**src/rtl/instr_encoder_loader.sv**
```systemverilog
// instr_encoder_loader: packs one-hot instruction-class requests plus operand
// fields into 32-bit MIPS-style words and streams them into consecutive imem
// addresses. An accepted request becomes a registered write one cycle later.
module instr_encoder_loader #(
  parameter int ADDR_W = 12
) (
  input  logic              clock,
  input  logic              resetn,
  input  logic              start,
  input  logic              in_valid,
  output logic              in_ready,
  input  logic [10:0]       in_class,
  input  logic              in_last,
  input  logic [4:0]        in_rd,
  input  logic [4:0]        in_rs,
  input  logic [4:0]        in_rt,
  input  logic [4:0]        in_shamt,
  input  logic [4:0]        in_aluop,
  input  logic [16:0]       in_imm,
  input  logic [26:0]       in_target,
  output logic              imem_wren,
  output logic [ADDR_W-1:0] imem_addr,
  output logic [31:0]       imem_data,
  output logic              busy,
  output logic              done,
  output logic              err,
  output logic              full
);

  typedef enum logic [1:0] {IDLE, LOAD, DONE} state_t;

  localparam logic [4:0] OP_LW   = 5'b01000;
  localparam logic [4:0] OP_SW   = 5'b00111;
  localparam logic [4:0] OP_ADDI = 5'b00101;
  localparam logic [4:0] OP_ADD  = 5'b00000;
  localparam logic [4:0] OP_J    = 5'b00001;
  localparam logic [4:0] OP_BNE  = 5'b00010;
  localparam logic [4:0] OP_JAL  = 5'b00011;
  localparam logic [4:0] OP_JR   = 5'b00100;
  localparam logic [4:0] OP_BLT  = 5'b00110;
  localparam logic [4:0] OP_BEX  = 5'b10110;
  localparam logic [4:0] OP_SETX = 5'b10101;

  localparam logic [ADDR_W-1:0] ADDR_MAX = '1;

  state_t            state;
  logic [ADDR_W-1:0] addr_cnt_p0;
  logic              class_ok_p0;
  logic [31:0]       enc_word_p0;

  // True when exactly one class bit is set.
  function automatic logic is_onehot(input logic [10:0] cls);
    return (cls != 11'd0) && ((cls & (cls - 11'd1)) == 11'd0);
  endfunction

  // Pack fields into an instruction word according to the class format.
  function automatic logic [31:0] encode(
    input logic [10:0] cls,
    input logic [4:0]  rd,
    input logic [4:0]  rs,
    input logic [4:0]  rt,
    input logic [4:0]  shamt,
    input logic [4:0]  aluop,
    input logic [16:0] imm,
    input logic [26:0] target
  );
    logic [31:0] w;
    w = 32'd0;
    case (cls)
      11'b00000000001: w = {OP_LW,   rd, rs, imm};
      11'b00000000010: w = {OP_SW,   rd, rs, imm};
      11'b00000000100: w = {OP_ADDI, rd, rs, imm};
      11'b00000001000: w = {OP_ADD,  rd, rs, rt, shamt, aluop, 2'b00};
      11'b00000010000: w = {OP_J,    target};
      11'b00000100000: w = {OP_BNE,  rd, rs, imm};
      11'b00001000000: w = {OP_JAL,  target};
      11'b00010000000: w = {OP_JR,   rd, 22'd0};
      11'b00100000000: w = {OP_BLT,  rd, rs, imm};
      11'b01000000000: w = {OP_BEX,  target};
      11'b10000000000: w = {OP_SETX, target};
      default:         w = 32'd0;
    endcase
    return w;
  endfunction

  // Stage p0: classify and encode the request currently on the inputs.
  always_comb begin
    class_ok_p0 = is_onehot(in_class);
    enc_word_p0 = encode(in_class, in_rd, in_rs, in_rt, in_shamt, in_aluop,
                         in_imm, in_target);
  end

  // Stage p1: control FSM, address counter and the registered write port.
  always_ff @(posedge clock) begin
    if (!resetn) begin
      state       <= IDLE;
      addr_cnt_p0 <= '0;
      in_ready    <= 1'b0;
      imem_wren   <= 1'b0;
      imem_addr   <= '0;
      imem_data   <= 32'd0;
      busy        <= 1'b0;
      done        <= 1'b0;
      err         <= 1'b0;
      full        <= 1'b0;
    end else begin
      imem_wren <= 1'b0;
      case (state)
        IDLE, DONE: begin
          if (start) begin
            state       <= LOAD;
            addr_cnt_p0 <= '0;
            in_ready    <= 1'b1;
            busy        <= 1'b1;
            done        <= 1'b0;
            err         <= 1'b0;
            full        <= 1'b0;
          end else begin
            // Any write issued on the way into DONE has drained by now.
            busy <= 1'b0;
          end
        end
        LOAD: begin
          if (in_valid) begin
            if (class_ok_p0) begin
              imem_wren   <= 1'b1;
              imem_addr   <= addr_cnt_p0;
              imem_data   <= enc_word_p0;
              addr_cnt_p0 <= addr_cnt_p0 + 1'b1;
              // Final word: explicitly last, or the top address was just used.
              if (in_last || (addr_cnt_p0 == ADDR_MAX)) begin
                state    <= DONE;
                in_ready <= 1'b0;
                done     <= 1'b1;
                full     <= ~in_last;
              end
            end else begin
              // Malformed class: consume it without writing.
              err <= 1'b1;
              if (in_last) begin
                state    <= DONE;
                in_ready <= 1'b0;
                done     <= 1'b1;
                busy     <= 1'b0;
              end
            end
          end
        end
        default: state <= IDLE;
      endcase
    end
  end

endmodule

```
**config.mk**
```make
export PLATFORM = sky130hd
export DESIGN_NAME = instr_encoder_loader
export DESIGN_NICKNAME = d
export VERILOG_FILES = /design/src/rtl/instr_encoder_loader.sv
export SDC_FILE = /design/constraint.sdc
export NUM_CORES = 1
export LEC_CHECK = 0
export ABC_AREA = 0
export CAP_MARGIN = 20
export CORE_MARGIN = 5
export CORE_UTILIZATION = 36
export CTS_CLUSTER_SIZE = 16
export DETAILED_ROUTE_END_ITERATION = 16
export PLACE_DENSITY_LB_ADDON = 0.3
export SLEW_MARGIN = 0
export SYNTH_ARGS = -nofsm -noshare
export SYNTH_HDL_FRONTEND = slang
export SYNTH_SLANG_ARGS = --single-unit
```
**constraint.sdc**
```tcl
create_clock -name clock -period 3.4 [get_ports clock]
set_input_delay 0.68 -clock clock [delete_from_list [all_inputs] [get_ports clock]]
set_output_delay 0.68 -clock clock [all_outputs]
set_load 0.02 [all_outputs]
```
==> flow_summary.ini <==
[clock_tree]
clockRootBuffer = clkbuf_8
clockBufferDepth = 2
post-cts-setup-buffer-count = 0
clock_latency_ns = 0.34
ctsResizeCount = 0
htreeDepth = 3
clk_pin_slew_ns = 0.07
clock-sinks = 64
cts_tree = done
cts_made_buffers = 9
cts_hold_buf = 0

[power]
p_comb_frac = 0.125
seq_power_share = 0.448
switching_share = 0.2275
net-switching-power_uw = 387.4
p_leak_nw = 1.612
power.density_nw_per_um2 = 345.9
internal_power_mw = 1.315
peakVddDrop_v = 0.0003357
power_frac_clock = 0.427

[synth]
synthesis.area_um2 = 3207
synth-edff-count = 0
yosys-top-cells-count = dfxtp_1, nor2_1, o21ai_0
netlist_instances = 369
synthTopCellsByArea = dfxtp_1, nor2_1, a222oi_1
synth_most_common_cell = dfxtp_1
yosysSeqAreaShare = 0.3995
ys_ff_latch = 64
synth_area_per_cell_um2 = 8.691
yosysTopAreaCell = dfxtp_1
netlist.area_leader.share = 0.3995
ys.warnings.count = 0
synth.distinct_cells = 54
synth_fp_nets = 455
synth_ff_type = dfxtp_1
synthArstFlopShare = 0

[detailed_routing]
post_drt_wl_per_cell_um = 16.09
ant_nets = 0
routed_wl_um = 9912
vias_per_cell = 5.490
drcViolationCount = 0
initialDrtViolationCount = 229
drt_first_pass_iters = 5
num_vias = 3382

[global_route]
grt_pass1_wl_um = 16170
antenna_found_initial = 0
grt_max_degree = 44
overflow = 0
grt_usage = 0.1791
grt_pass1_vias = 3119

[layout]
fin_util = 0.5644
seq_area_um2 = 1281
layout.nets = 589
n_antenna_cell = 0
drive_gt1_frac = 0.1063
final_cell_count_no_fill = 616
multi_input_area_um2 = 1744
syn2layout_area_growth_pct = 53.49
num-fill-cells = 783

[place]
dp.cells = 600
place.gp.congestion = 0.8588
hpwl_um = 7449
io_buffers = 134

[timing]
max-slew-margin-rel = 0.6599
setup_tns_ns = 0
max_freq_ghz = 0.3338
hold_viol = 0
setup_viol = 0
finalCritPeriodShare = 0.8812
rsz0062_at_grt = no
worstMarginPinSlew_ns = 0.5085
drv_slew = 0
clock_skew_ns = 0.004319
min_period_ns = 2.996

[worst_setup_path]
critPathLaunchType = input pin
path_depth = 9
required_ns = 3.66
crit_chain = clkdlybuf4s50_1, maj3_1, or4_1, a32oi_1, o21ai_1, o21a_1, buf_4, or3_1, a21oi_1
crit_path_end_kind = flop
r2r-start = state[0]
cp_num_buf_inv = 2
slowest_delay_ns = 0.49
path_class = input pin to flop
critPathTopFamily = compound AO/OA/AOI/OAI gates
cp_max_fo = 14
crit_start = in_class[5]
crit_arrival_ns = 3.26
cpMaxStageDelayCell = clkdlybuf4s50_1
r2r_slack_ns = 1.45
reg2reg_depth = 6

[floorplan]
initial_core_util = 0.3677
std_cell_rows = 34
die-area_um2 = 10900
die_x_um = 104.4
core_um2 = 8721
io-pin-count = 135
die_h_um = 104.4

[flow_run]
drv_cap = 0

[worst_hold_path]
min-delay-start = busy
holdPathStages = 2
min_path_type = flop to flop

[run_status]
status = finished, final reports clean
[registers in the layout (all words and copies together) (netlist names)]
| signal | cells |
|---|---|
| in_ready | 1 |
| addr_cnt_p0 | 12 |
| imem_addr | 12 |
| err | 1 |
| full | 1 |
| state | 2 |
| done | 1 |
| imem_wren | 1 |
| busy | 1 |
| imem_data | 32 |
[layout make-up]
cell class              instances  area share
clock inverters                 5     0.01627
well taps                     108     0.02745
repair buffers                153      0.3091
flip-flops and latches         64      0.2603
multi-input cells             270      0.3543
clock buffers                  11     0.02872
inverters                       5    0.003813
[power groups by stage]
| stage | combinational [mW] | clock, mW | sequential [mW] |
|---|---|---|---|
| final | 0.213 | 0.726 | 0.763 |
| after global routing | 0.229 | 0.794 | 0.764 |
| after CTS | 0.213 | 0.751 | 0.763 |
| after detailed placement | 0.212 | 0 | 0.780 |
| after global placement | 0.212 | 0 | 0.780 |
| after floorplan | 0.0698 | 0 | 0.785 |
[logic make-up after synthesis]
| group | after synthesis | share of synthesized area |
|---|---|---|
| simple gates | 130 | 0.2138 |
| compound gates | 119 | 0.2665 |
| flops | 64 | 0.3995 |
| buf+inv | 35 | 0.05657 |
| mux | 12 | 0.03746 |
| xor+xnor | 7 | 0.01912 |
| fa+ha+maj | 2 | 0.007023 |
[worst register-to-register path: stages (launching register included)]
cell and delay (ns):
dfxtp_1 0.37, nand2b_1 0.28, a21o_1 0.25, o21a_1 0.28, buf_4 0.22, or3_1 0.35
a21oi_1 0.14
[final timing paths]
path	end
worst min-delay path	busy
worst max-delay path	addr_cnt_p0[7]
worst max register to register	addr_cnt_p0[7]
worst min register to register	busy
[layout by cell type, fill, tap and decap left out, drive strengths merged, types with 9 or more instances in the layout]
cell / synthesis / final
clkbuf: 15 / 11
dfxtp: 64 / 64
mux2i: 12 / 12
clkdlybuf4s50: 0 / 134
buf: 15 / 19
a222oi: 15 / 15
a211oi: 22 / 22
nand2: 22 / 22
or3: 15 / 15
o21ai: 31 / 31
nand3: 9 / 9
a22oi: 10 / 10
a21oi: 24 / 24
nor2: 44 / 44
[metrics by stage]
step / worst slack, ns / cell area [µm²] / total power [mW] / hold slack, ns
after floorplan: 0.6114 / 3207 / 0.8546 / 0.4576
after global placement: 0.1094 / 4701 / 0.9923 / 0.4724
after detailed placement: 0.07051 / 4701 / 0.9918 / 0.4753
after CTS: 0.4165 / 4922 / 1.727 / 0.4861
after global routing: 0.2195 / 4922 / 1.786 / 0.5177
final: 0.4040 / 4922 / 1.702 / 0.4816
[per-layer routing]
metal | up-vias | GRT usage | wire length, µm
met4 | 0 | 0.06105 | 180
li1 | 1652 | - | -
met3 | 17 | 0.05462 | 749
met5 | - | 0 | 0
met1 | 1559 | 0.2234 | 4329
met2 | 154 | 0.2923 | 4652
(Power assumes the default switching activity.)
